==> config.mk <==
export PLATFORM = sky130hd
export DESIGN_NAME = hept_flow_ctrl
export DESIGN_NICKNAME = d
export VERILOG_FILES = /design/src/rtl/hept_pkg.sv /design/src/rtl/hept_watchdog.sv /design/src/rtl/hept_flow_ctrl.sv
export SDC_FILE = /design/constraint.sdc
export NUM_CORES = 1
export LEC_CHECK = 0
export CORE_ASPECT_RATIO = 1.1
export CORE_UTILIZATION = 25
export DETAILED_ROUTE_END_ITERATION = 12
export SYNTH_ARGS = -nofsm -noshare
export SYNTH_HDL_FRONTEND = slang
export SYNTH_HIERARCHICAL = 1
export SYNTH_SLANG_ARGS = --single-unit
==> constraint.sdc <==
create_clock -name clk -period 2.49 [get_ports clk]
set_input_delay 0.3735 -clock clk [delete_from_list [all_inputs] [get_ports clk]]
set_output_delay 0.3735 -clock clk [all_outputs]
set_load 0.1 [all_outputs]
==> src/rtl/hept_pkg.sv <==
`default_nettype none
// ============================================================================
//  Module      : hept_pkg
//  Description : Shared types and constants for the heptagon-area pipeline
//                flow controller: frame geometry, memory widths and the
//                sequencer state encoding.
//  Revision    : 1.0 - initial release
// ============================================================================
package hept_pkg;

  // Frame geometry: five heptagons of seven points each.
  localparam int NUM_POLY     = 5;
  localparam int PTS_PER_POLY = 7;
  localparam int NUM_PTS      = NUM_POLY * PTS_PER_POLY;

  // Point-memory address width and coordinate width.
  localparam int ADDR_W  = 6;
  localparam int COORD_W = 10;

  // Beat counters: point index within a heptagon and heptagon index.
  localparam int PT_W   = 3;
  localparam int POLY_W = 3;
  localparam logic [PT_W-1:0]   PT_LAST   = PT_W'(PTS_PER_POLY - 1);
  localparam logic [POLY_W-1:0] POLY_LAST = POLY_W'(NUM_POLY - 1);

  // Sequencer states with a fixed 3-bit encoding.
  localparam int STATE_W = 3;
  typedef enum logic [STATE_W-1:0] {
    ST_LOAD = 3'd0,
    ST_CLR  = 3'd1,
    ST_SORT = 3'd2,
    ST_AREA = 3'd3,
    ST_DONE = 3'd4,
    ST_ERR  = 3'd5
  } state_t;

endpackage : hept_pkg
`default_nettype wire

==> src/rtl/hept_watchdog.sv <==
`default_nettype none
// ============================================================================
//  Module      : hept_watchdog
//  Description : Saturating stall counter shared by the SORT and AREA stages.
//                expired is high while the count sits at TIMEOUT-1, i.e. on
//                the TIMEOUT-th enabled cycle after a clear. Never wraps.
//  Revision    : 1.0 - initial release
// ============================================================================
module hept_watchdog #(
  parameter int TIMEOUT = 4096
) (
  input  logic clk,
  input  logic reset,
  input  logic clr,
  input  logic en,
  output logic expired
);

  localparam int CNT_W = (TIMEOUT > 1) ? $clog2(TIMEOUT) : 1;
  localparam logic [CNT_W-1:0] C_LAST = CNT_W'(TIMEOUT - 1);

  logic [CNT_W-1:0] r_count;

  // Count enabled cycles since the last clear, holding at the terminal value.
  always_ff @(posedge clk) begin
    if (reset || clr) begin
      r_count <= '0;
    end else if (en && (r_count != C_LAST)) begin
      r_count <= r_count + 1'b1;
    end
  end

  assign expired = (r_count == C_LAST);

endmodule : hept_watchdog
`default_nettype wire

==> src/rtl/hept_flow_ctrl.sv <==
`default_nettype none
// ============================================================================
//  Module      : hept_flow_ctrl
//  Description : Frame sequencer for the heptagon-area pipeline. Loads 35
//                points into the shared point memory, pulses the sorter
//                clear, runs the sorter and the area stage through their
//                handshakes and flags completion. A shared watchdog moves
//                the sequencer to a sticky error state on a stalled stage.
//  Revision    : 1.0 - initial release
// ============================================================================
module hept_flow_ctrl
  import hept_pkg::*;
#(
  parameter int TIMEOUT = 4096
) (
  input  logic               clk,
  input  logic               reset,
  input  logic               in_valid,
  output logic               in_ready,
  input  logic [COORD_W-1:0] in_x,
  input  logic [COORD_W-1:0] in_y,
  output logic               mem_we,
  output logic [ADDR_W-1:0]  mem_addr,
  output logic [COORD_W-1:0] mem_wx,
  output logic [COORD_W-1:0] mem_wy,
  output logic               sort_clr,
  output logic               point_on,
  input  logic               cal_on,
  output logic               area_on,
  input  logic               area_done,
  output logic               done,
  output logic               busy,
  output logic               err
);

  state_t r_state;
  state_t w_next_state;

  // Beat counters; r_addr tracks poly*7+pt by incrementing alongside them.
  logic [PT_W-1:0]   r_pt;
  logic [POLY_W-1:0] r_poly;
  logic [ADDR_W-1:0] r_addr;

  // Registered outputs.
  logic               r_mem_we;
  logic [ADDR_W-1:0]  r_mem_addr;
  logic [COORD_W-1:0] r_mem_wx;
  logic [COORD_W-1:0] r_mem_wy;
  logic               r_sort_clr;
  logic               r_point_on;
  logic               r_area_on;
  logic               r_done;
  logic               r_busy;
  logic               r_err;

  // Next-cycle output values decoded from the next state.
  logic w_mem_we;
  logic w_sort_clr;
  logic w_point_on;
  logic w_area_on;
  logic w_done;
  logic w_busy;
  logic w_err;

  logic w_accept;
  logic w_last_beat;
  logic w_wd_clr;
  logic w_wd_en;
  logic w_wd_expired;

  // Handshake inputs only matter in their own state; in_ready gates in_valid.
  assign in_ready    = (r_state == ST_LOAD);
  assign w_accept    = in_valid && in_ready;
  assign w_last_beat = w_accept && (r_poly == POLY_LAST) && (r_pt == PT_LAST);

  // The watchdog restarts on entry to SORT (via CLR) and on entry to AREA,
  // and stays cleared while loading. In ERR it simply holds.
  assign w_wd_en  = (r_state == ST_SORT) || (r_state == ST_AREA);
  assign w_wd_clr = (r_state == ST_LOAD) || (r_state == ST_CLR) ||
                    ((r_state == ST_SORT) && cal_on);

  hept_watchdog #(
    .TIMEOUT (TIMEOUT)
  ) u_watchdog (
    .clk     (clk),
    .reset   (reset),
    .clr     (w_wd_clr),
    .en      (w_wd_en),
    .expired (w_wd_expired)
  );

  // State register.
  always_ff @(posedge clk) begin
    if (reset) begin
      r_state <= ST_LOAD;
    end else begin
      r_state <= w_next_state;
    end
  end

  // Next-state logic; a stage handshake takes priority over watchdog expiry.
  always_comb begin
    w_next_state = r_state;
    case (r_state)
      ST_LOAD: begin
        if (w_last_beat) begin
          w_next_state = ST_CLR;
        end
      end
      ST_CLR: begin
        w_next_state = ST_SORT;
      end
      ST_SORT: begin
        if (cal_on) begin
          w_next_state = ST_AREA;
        end else if (w_wd_expired) begin
          w_next_state = ST_ERR;
        end
      end
      ST_AREA: begin
        if (area_done) begin
          w_next_state = ST_DONE;
        end else if (w_wd_expired) begin
          w_next_state = ST_ERR;
        end
      end
      ST_DONE: begin
        w_next_state = ST_LOAD;
      end
      ST_ERR: begin
        w_next_state = ST_ERR;
      end
      default: begin
        w_next_state = ST_LOAD;
      end
    endcase
  end

  // Output decode of the next state, so the registered outputs track the
  // state they belong to without an extra cycle of lag.
  always_comb begin
    w_mem_we   = w_accept;
    w_sort_clr = (w_next_state == ST_CLR);
    w_point_on = (w_next_state == ST_SORT);
    w_area_on  = (w_next_state == ST_AREA);
    w_done     = (w_next_state == ST_DONE);
    w_busy     = (w_next_state != ST_LOAD);
    w_err      = (w_next_state == ST_ERR);
  end

  // Output registers; write address and data only move on an accepted beat.
  always_ff @(posedge clk) begin
    if (reset) begin
      r_mem_we   <= 1'b0;
      r_mem_addr <= '0;
      r_mem_wx   <= '0;
      r_mem_wy   <= '0;
      r_sort_clr <= 1'b0;
      r_point_on <= 1'b0;
      r_area_on  <= 1'b0;
      r_done     <= 1'b0;
      r_busy     <= 1'b0;
      r_err      <= 1'b0;
    end else begin
      r_mem_we   <= w_mem_we;
      r_sort_clr <= w_sort_clr;
      r_point_on <= w_point_on;
      r_area_on  <= w_area_on;
      r_done     <= w_done;
      r_busy     <= w_busy;
      r_err      <= w_err;
      if (w_accept) begin
        r_mem_addr <= r_addr;
        r_mem_wx   <= in_x;
        r_mem_wy   <= in_y;
      end
    end
  end

  // Beat counters: pt wraps 6->0 with poly++, and the whole frame position
  // rewinds after the 35th beat so the next frame starts at address 0.
  always_ff @(posedge clk) begin
    if (reset) begin
      r_pt   <= '0;
      r_poly <= '0;
      r_addr <= '0;
    end else if (w_last_beat || (r_state == ST_DONE)) begin
      r_pt   <= '0;
      r_poly <= '0;
      r_addr <= '0;
    end else if (w_accept) begin
      r_addr <= r_addr + 1'b1;
      if (r_pt == PT_LAST) begin
        r_pt   <= '0;
        r_poly <= r_poly + 1'b1;
      end else begin
        r_pt <= r_pt + 1'b1;
      end
    end
  end

  assign mem_we   = r_mem_we;
  assign mem_addr = r_mem_addr;
  assign mem_wx   = r_mem_wx;
  assign mem_wy   = r_mem_wy;
  assign sort_clr = r_sort_clr;
  assign point_on = r_point_on;
  assign area_on  = r_area_on;
  assign done     = r_done;
  assign busy     = r_busy;
  assign err      = r_err;

endmodule : hept_flow_ctrl
`default_nettype wire
# Yosys cells after proc, flatten, opt, wreduce, memory -nomap -nowiden
# Index checks and enable logic that the tools add are counted.
[classes]
add_sub_neg = 4
n_eq_ne = 14
n_mux = 6
reduce_logical = 14
[ops]
columns = ["op", "count"]
rows = [
  ["== test 3 bit (second input constant)", 6],
  ["2-to-1 mux 3 bit", 5],
  ["one-hot mux 3 bit (5 select lines)", 1],
  ["adder 12 x 1 -> 12 bit (second input constant)", 1],
  ["== test 12 bit (second input constant)", 1],
  ["== test 3 x 2 -> 1 bit (second input constant)", 4],
  ["!= test 12 bit (second input constant)", 1],
  ["adder 3 x 1 -> 3 bit (second input constant)", 2],
  ["adder 6 x 1 -> 6 bit (second input constant)", 1],
  ["== test 3 x 1 -> 1 bit (second input constant)", 2],
  ["logical AND 1 bit", 5],
  ["logical OR 1 bit", 5],
  ["logical NOT 3 bit", 1],
  ["nonzero test 3 bit", 1],
  ["AND reduction 2 bit", 1],
  ["OR reduction 2 bit", 1],
]
[totals]
regBits = 60
output_inout_bits = 34
elab_cells = 53

# Depth between registers and ports, before layout
[logic_depth]
depth_word = 7
ltp_mapped = 7

# Hierarchy
# The synthesis kept the hierarchy.
[modules_own_cells]
columns = ["module", "n_inst", "cells_each", "area_per_inst_um2", "seq_area_each_um2"]
rows = [
  ["hept_flow_ctrl", 1, 226, 1909.3, 960.9],
  ["hept_watchdog", 1, 73, 618.1, 240.2],
]

# Least setup slack after synthesis
# OpenSTA, ideal clock, no wires.
[synth_path]
kind = "register to output"
from = "reg r_state[1]"
to = "out in_ready"
arrival_ps = 2500
t_required_ps = 2117
path_slack_ps = -383
stages_incl_launch_ff = 3
n_path_buf = 1
path_cell_list = "dfxtp_1 buf_2 nor3_1"
[synth_via]
elab_chain_cells = 1
[synth_rtl]
columns = ["item", "line_no", "source"]
rows = [
  ["start: declaration", "hept_flow_ctrl.sv:36", "state_t r_state;"],
  ["start signal: assignment", "hept_flow_ctrl.sv:97", "r_state <= w_next_state;"],
  ["logical NOT 3 bit", "hept_flow_ctrl.sv:72", "assign in_ready = (r_state == ST_LOAD);"],
  ["end: declaration", "hept_flow_ctrl.sv:19", "output logic in_ready,"],
]
# No other way between the ends.

# Worst setup path in the final report
[layout_path]
from = "reg r_state[1]"
to = "reg u_watchdog.r_count[9]"
[layout_via]
elab_chain_cells = 4
[layout_rtl]
columns = ["item", "line_no", "source"]
rows = [
  ["== test 3 x 1 -> 1 bit, or another cell as far along", "hept_flow_ctrl.sv:79", "assign w_wd_clr = (r_state == ST_LOAD) || (r_state == ST_CLR) ||"],
  ["logical OR 1 bit or logical AND 1 bit (tied branches)", "hept_flow_ctrl.sv:79, hept_flow_ctrl.sv:80", ""],
  ["logical OR 1 bit", "hept_flow_ctrl.sv:79", ""],
  ["logical OR 1 bit", "hept_watchdog.sv:26", "if (reset || clr) begin"],
  ["end signal: assignment", "hept_watchdog.sv:29", "r_count <= r_count + 1'b1;"],
  ["end: declaration", "hept_watchdog.sv:22", "logic [CNT_W-1:0] r_count;"],
]
# Parallel ways exist; a longest one is shown, timed or not.
# A chain may end at the register's enable or synchronous reset.

==> results.json <==
{
  "swShare_pct": 29.0,
  "grt_pass1_vias": 2042,
  "layout-drive-gt1-share_pct": 19.0,
  "syn_inst": 299,
  "postSynthAreaPerCell_um2": 8.45,
  "rows": 38,
  "drv_cap": 0,
  "final_cells": 478,
  "grt_setup_unrepaired": "no",
  "fillers": 1031,
  "leakagePower_nw": 1.27,
  "antenna_left": 0,
  "vdd_drop_max_uv": 247,
  "global_route.usage.total_pct": 11.7,
  "finalHoldViolCount": 0,
  "slew_headroom_pct": 67.3,
  "grt_max_degree": 37,
  "final_common_cell": "nand2_1",
  "yosys_warnings": 6,
  "ys_ff_latch": 60,
  "antenna_cells": 0,
  "reg2reg_from": "r_state[1]",
  "grt_pass1_wl_um": 9640,
  "drc": 3,
  "numCtsBuffers": 9,
  "setup_viol": 0,
  "fp.dieW_um": 97.9,
  "port_buffers": 58,
  "overflow": 0,
  "layout_common_cells": "nand2_1 (65), dfxtp_1 (60), a21oi_1 (48)",
  "p_per_area_nw_per_um2": 619,
  "min_path_type": "reg -> reg",
  "vias": 2223,
  "post_cts_resized": 0,
  "fmax_mhz": 490,
  "p_int_mw": 1.45,
  "placedCellCount": 464,
  "die_y_um": 107,
  "run_status": "finished, violations left",
  "viasPerCell": 4.65,
  "area_growth_pct": 30.1,
  "min_period_over_period_pct": 81.9,
  "p_clk_share_pct": 35.7,
  "synth_fp_nets": 328,
  "synth_edf_count": 0,
  "design.die.area_um2": 10500,
  "worst_pin_slew_ns": 0.490,
  "pwr-share-comb_pct": 14.9,
  "cp_max_fo": 9,
  "cts_tree": "done",
  "wirelength_um": 5670,
  "seqPwrFrac_pct": 49.4,
  "holdBufCountCts": 0,
  "core_um2": 9840,
  "synthesis.area_um2": 2530,
  "async_flop_share_pct": 0,
  "ys_seq_area_share_pct": 47.5,
  "criticalPathCategory": "reg -> reg",
  "cp-end-kind": "flip-flop",
  "firstDrtPassIters": 8,
  "clk_pin_slew_worst_paths_ns": 0.07,
  "crit_arrival_ns": 2.30,
  "cp-startpoint": "r_state[1]",
  "cp.required_ns": 2.75,
  "p_switching_uw": 590,
  "worstRegToRegCells": 5,
  "hold_depth": 2,
  "htreeDepth": 3,
  "setup_tns_ns": 0,
  "routabilityCongestion": 0.749,
  "fin_nets": 384,
  "worstHoldStart": "mem_addr[3]",
  "drt_iter0_drc": 83,
  "violations": "design-rule violations",
  "pin_count": 59,
  "synthFlopType": "dfxtp_1",
  "clock-sinks": 60,
  "initial_utilization_pct": 25.7,
  "routedWlPerCell_um": 11.9,
  "slew_viol_final": 0,
  "cts-root-buf": "clkbuf_8",
  "dp_hpwl_um": 3930,
  "cts_buffer_depth": 2,
  "period_needed_ns": 2.04,
  "post-cts-setup-buffers": 0,
  "clock_skew_ns": 0.00564,
  "antenna_found_initial": 0,
  "insertion_delay_ns": 0.33,
  "synthDistinctLibCells": 48,
  "worstSetupStartpointType": "flip-flop"
}
[flip-flops by register name, summed over array words and instances (netlist names)]
| signal | cells |
|---|---|
| u_watchdog/r_count | 12 |
| mem_wx | 10 |
| mem_wy | 10 |
| mem_addr | 6 |
| r_addr | 6 |
| r_poly | 3 |
| r_pt | 3 |
| r_state | 3 |
| area_on | 1 |
| busy | 1 |
| done | 1 |
| err | 1 |
| mem_we | 1 |
| point_on | 1 |
| sort_clr | 1 |
[per-layer routing]
metal	part of all wire, %	vias to the layer above	track usage (%)
met4	2.0	0	5.52
met2	48	43	18.5
li1	-	1155	-
met1	45	1012	14.3
met5	0	-	0
met3	4.8	13	4.22
[metrics by stage]
| step | setup WS, ns | util (%) | power [mW] | instance area, um2 | hold slack, ns |
|---|---|---|---|---|---|
| 5_1_grt | 0.260 | 33.4 | 2.13 | 3290 | 0.478 |
| 6_report | 0.450 | 33.4 | 2.04 | 3290 | 0.455 |
| 3_5_place_dp | 0.270 | 31.8 | 1.33 | 3130 | 0.450 |
| 3_3_place_gp | 0.276 | 31.8 | 1.33 | 3130 | 0.446 |
| 4_1_cts | 0.465 | 33.4 | 2.08 | 3290 | 0.459 |
| 2_1_floorplan | 0.480 | - | 1.24 | 2530 | 0.445 |
[cells by family (layout without fill, tap and decap cells)]
family          after synthesis  in the layout  synth area share, %
buf+inv                      29             88                 5.30
xor+xnor                      2              2                0.693
fa+ha+maj                     4              4                 1.98
simple gates                127            127                 25.9
compound gates               77             77                 18.6
flops                        60             60                 47.5
[cell type report]
class,count,area [um2],area share [%]
well taps,120,150,4.57
clock buffers,11,141,4.30
multi-input cells,210,1210,36.7
inverters,11,41.3,1.26
flip-flops and latches,60,1200,36.5
repair buffers,63,533,16.2
clock inverters,3,15.0,0.457
[Yosys cell counts (2+ instances only)]
library cell  number  area, um2
nand2_1           65        244
o21ai_0           11       55.1
or2_2              2       12.5
nand4b_1           2       17.5
and3_1             2       12.5
ha_1               4       50.1
a211oi_1           2       15.0
a32oi_1            2       17.5
nor2b_1            2       12.5
nor3_1             4       20.0
o31ai_1            3       22.5
clkbuf_1          12       45.0
inv_1             11       41.3
and3_4             3       33.8
buf_6              3       33.8
or4_1              4       30.0
or3_1              8       50.1
dfxtp_1           60       1200
buf_2              2       10.0
o211a_1            2       20.0
nor2_1            11       41.3
nand3_1           11       55.1
a21oi_1           48        240
[power by group through the flow]
stage	clock (mW)	sequential [mW]	combinational [mW]
floorplan	0	1.17	0.0670
global placement	0	1.03	0.305
detailed placement	0	1.03	0.306
CTS	0.771	1.01	0.307
global route	0.801	1.01	0.323
finish	0.727	1.01	0.303
[path summary, 6_finish.rpt]
path	slack, ns	endpoint
max	0.45	u_watchdog/r_count[9]
min	0.46	mem_addr[3]
max reg2reg	0.45	u_watchdog/r_count[9]
min reg2reg	0.46	mem_addr[3]
[critical path, cell delays in order (launching register included)]
cell and delay, ns:
dfxtp_1 0.53, nor2b_1 0.37, and3_1 0.25, nand3_1 0.20, or4_1 0.45, a21oi_1 0.17
(Power assumes the default switching activity.)
